`src/rtl/iobs_port.sv`:
```
// CPU-side I/O bus slave port: turns CPU I/O cycles into single PDS master requests.
// Optional macro IOBS_POSTED_WRITE_EN terminates writes early and finishes them in the background.
module iobs_port (
   input  logic       CLK,
   input  logic       RES,
   input  logic       BACT,
   input  logic       IOCS,
   input  logic       CPU_RnW,
   input  logic       CPU_LDS,
   input  logic       CPU_UDS,
   input  logic       IOACT,
   input  logic       IODONE,
   output logic       IOReady,
   output logic       ALE1,
   output logic       IOREQ,
   output logic       IORW,
   output logic       IOLDS,
   output logic       IOUDS,
   output logic       PWPending,
   output logic [1:0] dbg_state_o
);

   // Handshake: IOREQ is held until the master shows IOACT (synchronized); completion is
   // IODONE while in ACT, and the port waits for IOACT to drop before the next request.
   typedef enum logic [1:0] {ST_IDLE, ST_REQ, ST_ACT, ST_WAIT} state_t;

   state_t state_q, state_d;
   logic   ioact_meta_q, ioacts_q, iodone_meta_q, iodones_q;
   logic   taken_q, taken_d;
   logic   ready_q, ready_d;
   logic   iorw_q, iorw_d, iolds_q, iolds_d, iouds_q, iouds_d;
   logic   accept, posted_acc, finish, ready_now, live;

   always_comb begin
      accept = (state_q == ST_IDLE) && BACT && IOCS && !taken_q && !ioacts_q;
      finish = (state_q == ST_WAIT) && !ioacts_q;
`ifdef IOBS_POSTED_WRITE_EN
      posted_acc = accept && !CPU_RnW;
      // Posted writes already got their IOReady at acceptance.
      ready_now  = (state_q == ST_ACT) && iodones_q && taken_q && BACT && iorw_q;
`else
      posted_acc = 1'b0;
      ready_now  = (state_q == ST_ACT) && iodones_q && taken_q && BACT;
`endif
   end

   always_comb begin
      state_d = state_q;
      case (state_q)
         ST_IDLE: if (accept)     state_d = ST_REQ;
         ST_REQ:  if (ioacts_q)   state_d = ST_ACT;
         ST_ACT:  if (iodones_q)  state_d = ST_WAIT;
         ST_WAIT: if (!ioacts_q)  state_d = ST_IDLE;
         default:                 state_d = ST_IDLE;
      endcase

      taken_d = BACT ? (taken_q | accept) : 1'b0;
      ready_d = BACT ? (ready_q | posted_acc | ready_now) : 1'b0;

      iorw_d  = iorw_q;
      iolds_d = iolds_q;
      iouds_d = iouds_q;
      if (accept) begin
         iorw_d  = CPU_RnW;
         iolds_d = CPU_LDS;
         iouds_d = CPU_UDS;
      end else if (finish) begin
         iorw_d  = 1'b0;
         iolds_d = 1'b0;
         iouds_d = 1'b0;
      end
   end

   always_ff @(posedge CLK) begin
      if (RES) begin
         state_q       <= ST_IDLE;
         ioact_meta_q  <= 1'b0;
         ioacts_q      <= 1'b0;
         iodone_meta_q <= 1'b0;
         iodones_q     <= 1'b0;
         taken_q       <= 1'b0;
         ready_q       <= 1'b0;
         iorw_q        <= 1'b0;
         iolds_q       <= 1'b0;
         iouds_q       <= 1'b0;
      end else begin
         state_q       <= state_d;
         ioact_meta_q  <= IOACT;
         ioacts_q      <= ioact_meta_q;
         iodone_meta_q <= IODONE;
         iodones_q     <= iodone_meta_q;
         taken_q       <= taken_d;
         ready_q       <= ready_d;
         iorw_q        <= iorw_d;
         iolds_q       <= iolds_d;
         iouds_q       <= iouds_d;
      end
   end

`ifdef IOBS_POSTED_WRITE_EN
   logic pw_q, pw_d;

   always_comb begin
      pw_d = pw_q;
      if (accept)      pw_d = posted_acc;
      else if (finish) pw_d = 1'b0;
   end

   always_ff @(posedge CLK) begin
      if (RES) pw_q <= 1'b0;
      else     pw_q <= pw_d;
   end

   assign PWPending = !RES && pw_q;
`else
   assign PWPending = 1'b0;
`endif

   // Every output is forced low for the whole reset cycle, not just after it.
   assign live        = !RES;
   assign ALE1        = live && accept;
   assign IOREQ       = live && (state_q == ST_REQ);
   assign IORW        = live && iorw_q;
   assign IOLDS       = live && iolds_q;
   assign IOUDS       = live && iouds_q;
   assign IOReady     = live && BACT && (ready_q || ready_now);
   assign dbg_state_o = state_q;

endmodule

```
`config.mk`:
```
export PLATFORM = sky130hd
export DESIGN_NAME = iobs_port
export DESIGN_NICKNAME = d
export VERILOG_FILES = /design/src/rtl/iobs_port.sv
export SDC_FILE = /design/constraint.sdc
export NUM_CORES = 1
export LEC_CHECK = 0
export ABC_AREA = 0
export BUFFER_PORTS_ARGS = -buffer_cell sky130_fd_sc_hd__buf_2
export CORE_AREA = 4 4 47 49
export DETAILED_ROUTE_END_ITERATION = 6
export DIE_AREA = 0 0 51 53
export GPL_TIMING_DRIVEN = 0
export PLACE_DENSITY_LB_ADDON = 0.1
export RECOVER_POWER = 25
export SLEW_MARGIN = 40
export SYNTH_ARGS = -nofsm -noshare
export SYNTH_HDL_FRONTEND = slang
export SYNTH_SLANG_ARGS = --single-unit
```
`constraint.sdc`:
```
create_clock -name CLK -period 1.4 [get_ports CLK]
set_input_delay 0.21 -clock CLK [delete_from_list [all_inputs] [get_ports CLK]]
set_output_delay 0.21 -clock CLK [all_outputs]
set_load 0.01 [all_outputs]
```
# Word-level counts from Yosys, hierarchy flattened
# Index checks and enable logic that the tools add are counted.
# W data, S select, Z words.
op_classes:
  n_addsub: 0
  multipliers: 0
  n_div: 0
  order_cmp: 0
  eq_ne: 7
  shifts: 0
  n_mux: 9
  bitwise: 3
  reduce_logical: 23
ops:
  columns: ["op", "count"]
  rows:
  - ["$logic_and A1 B1 Y1", 15]
  - ["$mux W2", 4]
  - ["$ne A2 B2 Y1 const B", 4]
  - ["$pmux W2 S4", 1]
  - ["$eq A2 B2 Y1 const B", 2]
  - ["$mux W1", 4]
  - ["$reduce_and A4 Y1", 1]
  - ["$logic_not A1 Y1", 3]
  - ["$eq A2 B1 Y1 const B", 1]
  - ["$logic_not A2 Y1", 1]
  - ["$or A1 B1 Y1", 2]
  - ["$reduce_bool A2 Y1", 1]
  - ["$reduce_or A2 Y1", 1]
  - ["$logic_or A1 B1 Y1", 1]
  - ["$not A1 Y1", 1]
word_totals:
  ff_bits: 11
  latchBits: 0
  ram_bits: 0
  romBits: 0
  inputBits: 9
  out_inout_bits: 9
  elab_cells: 52
  n_memories: 0

# Depth between registers and ports, before layout
depth:
  word_depth: 7
  ltp_mapped: 5
  depth_no_buf: 5

# Worst setup path after synthesis
# No wires, ideal clock.
synth_timing:
  path_kind: "reg2reg"
  start: "register state_q[1] (netlist: dbg_state_o[1])"
  end: "register state_q[0] (netlist: dbg_state_o[0])"
  setup_time_ps: 86
  t_arrival_ps: 1425
  required_time_ps: 1314
  slack_ps: -111
  path_stages_with_launch: 6
  n_path_buf: 0
  synth_period_minus_slack_ps: 1511
  path_cell_list: "dfxtp_1 inv_1 ha_1 mux2_4 a221o_1 a211oi_1"
synth_via:
  elab_chain_len: 7
  elab_cells_between_ends: 14
  cone_classes: "eq/ne: 7; mux: 1; reduce/logical: 6"
synth_rtl:
  columns: ["item", "line_no", "rtl"]
  rows:
  - ["from (decl)", "27", "state_t state_q, state_d;"]
  - ["from (signal assigned)", "87", "state_q <= state_d;"]
  - ["$logic_not A2 Y1", "35, 49", null]
  - ["$logic_and A1 B1 Y1 (4 in series)", "35", "accept = (state_q == ST_IDLE) && BACT && IOCS && !taken_q && !ioacts_q;"]
  - ["$ne A2 B2 Y1 (no line)", null, null]
  - ["$reduce_and A4 Y1 (no line)", null, null]
# Parallel ways exist; a longest one is shown, timed or not.
# A chain may end at the register's enable or synchronous reset.

# Worst setup path after layout
layout_timing:
  start: "register state_q[0] (netlist: dbg_state_o[0])"
  end: "output IOReady"
layout_via:
  elab_chain_len: 6
layout_rtl:
  columns: ["item", "line_no", "rtl"]
  rows:
  - ["$eq A2 B2 Y1", "43", "ready_now = (state_q == ST_ACT) && iodones_q && taken_q && BACT;"]
  - ["$logic_and A1 B1 Y1 (3 in series)", "43", null]
  - ["$logic_or A1 B1 Y1", "126", "assign IOReady = live && BACT && (ready_q || ready_now);"]
  - ["$logic_and A1 B1 Y1", "126", null]
  - ["to (decl)", "13", "output logic IOReady,"]
# No other way between the ends.

==> impl_results.md <==
* Number of nets in the finished design at 97
* Static leakage at 0.000338 uW
* Area taken by flip-flops and latches at 229 sq um
* Violations in the final reports: setup timing
* GRT Overall Usage at 0.103
* Reg-to-reg slack, setup at -0.05 ns
* Met1 track demand over resource in global routing at 0.128
* Setup violation total in the final timing report at 4
* CORE AREA at 0.00186 sq mm
* CTS sink count at 11
* # diodes at 0
* Setup CP Type: reg2out
* #FFs+latches synth at 11
* Required time of the critical path at 1.19 ns
* Path category of the worst min-delay check: in2reg
* Top achievable clock speed at 690 MHz
* Floorplan die area at 0.00270 sq mm
* Drt total wl at 1.18 mm
* Worst setup skew after layout at 0.00507 ns
* Unique masters post-synth at 20
* Sequential-to-total area share from yosys stat at 0.402
* Run status: complete, but fails checks
* Final setup slack of the worst path at -0.0493 ns
* CP Data Arrival Time at 1.24 ns
* Number of global-route vias before repair at 407
* H-tree depth reported by CTS at 1
* RSZ-0062 raised after global routing: true
* Yosys warnings at 0
* # hold bufs at CTS at 0
* Crit end category: primary output
* Maximum number of pins on one net before global-route repair at 11
* Skew-Pair Late Insertion Delay at 0.27 ns
* Hold worst-path end: iodone_meta_q
* Remaining antenna violation count after routing at 0
* Number of maximum-capacitance constraint violations at 0
* Part of the total power dissipated in combinational logic at 0.422
* Switching part of the total power at 0.337
* DRT iter0 DRCs at 1
* Mean instance size in the synthesized netlist at 9.96 sq um
* Count of standard-cell rows at 16
* Share of cells above drive strength 1 at 0.518
* CTS tree: done
* Worst-case clock buffer depth at 2
* Post-synth design cell area at 548 sq um
* Crit path time final at 1.45 ns
* Register-to-Register Path Depth at 5
* First-pass iteration count of the detailed router at 3
* Antenna violations before repair at 0
* Final GP Congestion at 0.697
* Critical path startpoint: dbg_state_o[0]
* Drt wl/cell at 10.7 microns
* Part of the power in registers at 0.377
* Met2 routing resource usage after global routing at 0.155
* Most frequent cells in the layout: buf_2 (16), buf_4 (9), nor2b_1 (8), dfxtp_1 (8), a21oi_1 (4)
* Clock transition at the registers of the reported paths at 0.07 ns
* Width of the die at 51 microns
* Grt peak-use layer: met2
* Endpoints failing hold at 0
* Global-route wire length before repair at 2.04 mm
* Peak supply drop at 652 uV
* Utilization after layout at 0.438
* Internal cell power at 715 uW
* Final period util at 1.04
* Multi-input combinational cell area at 354 sq um
* Number of pins with negative max-slew slack in the final report at 0
* Power density cells at 1330 mW/mm^2
* Number of filler instances in the final layout at 201
* Port-buffer cells at 16
* Chip Height at 53 microns
* Endpoint of the lowest-slack register-to-register path: dbg_state_o[0]
* Number of ports placed on the die boundary at 18
* TritonCTS buffer count at 3
* Psw at 364 uW
* Synthesized netlist cell count at 55
* Instance count along the most critical hold path at 2
* Total nets after synthesis at 68
* Largest fanout of any net on the critical path at 4
* Cell at the root of the clock tree: clkbuf_4
* Proportion of power drawn by the clock network at 0.201
* Starting Density at 0.294
* Total number of vias at 474
* Critical hold path startpoint: IODONE
* Layout overhead on the synthesized area at 48.6%
* Grt met3 use at 0.0310
* Reg-to-Reg Start: dbg_state_o[1]
* Worst Setup Start Kind: register
* Most common library cell in the layout ignoring fill and taps: buf_2
* Post-route DRC at 0
* Mean number of vias per cell at 4.31
* Sum of overflow across all layers after global routing at 0
* Tot Pwr at 1080 uW
[cells by family after synthesis]
family | after synthesis | synth area share
and+or+nand+nor | 21 | 0.285
DFF | 11 | 0.402
AOI/OAI and AO/OA | 10 | 0.121
buffers and inverters | 6 | 0.0479
adders and majority gates | 4 | 0.0913
muxes | 2 | 0.0457
other | 1 | 0.00684
[per-layer routing]
| metal | wire length [microns] | vias up |
|---|---|---|
| met3 | 58 | 2 |
| met1 | 556 | 215 |
| li1 | - | 246 |
| met5 | 0 | - |
| met2 | 557 | 11 |
| met4 | 8 | 0 |
[power groups by stage]
stage / clock, uW / sequential (uW) / combinational (uW)
after global placement: 0 / 392 / 317
after floorplan: 0 / 396 / 216
final: 216 / 407 / 456
after global routing: 248 / 412 / 511
after detailed placement: 0 / 393 / 314
after CTS: 230 / 405 / 435
[flip-flops by register name, indices dropped and copies added, names as in the netlist]
| register | flops |
|---|---|
| iorw_q | 1 |
| taken_q | 1 |
| dbg_state_o | 2 |
| iodones_q | 1 |
| ioacts_q | 1 |
| iouds_q | 1 |
| iodone_meta_q | 1 |
| iolds_q | 1 |
| ready_q | 1 |
| ioact_meta_q | 1 |
[critical path, cell delays in order, from the launching register on]
cell,delay [ns]
dfxtp_4,0.38
inv_4,0.05
ha_4,0.16
a31oi_4,0.17
nor3b_2,0.06
buf_2,0.15
[repair_timing]
action                                  4_1_cts  5_1_grt
pin swaps                                     4        4
endpoints found under the setup margin        4        5
gates resized for setup                      15        2
setup buffers                                 4        4
[synth_stat cells (all sizes together)]
cell type,count,share of area
ha,4,0.091
nand4bb,1,0.050
nor2b,8,0.091
nand2b,3,0.034
nand3,3,0.027
and4bb,1,0.023
mux2,1,0.027
clkbuf,1,0.0068
mux2i,1,0.018
buf,1,0.014
o211ai,3,0.041
dfxtp,11,0.40
nor3,2,0.018
a21oi,4,0.037
inv,4,0.027
a221o,1,0.018
a31oi,1,0.011
a211oi,1,0.014
nor3b,3,0.041
conb,1,0.0068
[worst max-delay path by stage]
stage | to | slack (ns)
2_1_floorplan | dbg_state_o[0] | 0.005
3_3_place_gp | dbg_state_o[0] | -0.09
3_5_place_dp | dbg_state_o[0] | -0.07
4_1_cts | IOReady | -0.07
5_1_grt | IOReady | -0.12
6_report | IOReady | -0.05
[metrics by stage]
stage / instance area, sq um / instances / TNS [ns] / setup WS [ns] / hold slack (ns)
final: 815 / 110 / -0.125 / -0.0493 / 0.155
after global routing: 815 / 110 / -0.394 / -0.121 / 0.157
after CTS: 783 / 106 / -0.207 / -0.0750 / 0.145
after detailed placement: 666 / 98 / -0.0942 / -0.0685 / 0.429
after global placement: 666 / 98 / -0.111 / -0.0921 / 0.420
after floorplan: 552 / 55 / 0 / 0.00482 / 0.282
[final cells by class]
cell class	instances	share of cell area
Multi-Input combinational cell	38	0.435
Inverter	4	0.0246
Clock buffer	4	0.0323
Tap cell	27	0.0415
Timing Repair Buffer	24	0.172
Sequential cell	11	0.281
Buffer	2	0.0138
No activity file was read; power rests on OpenSTA's default activity.
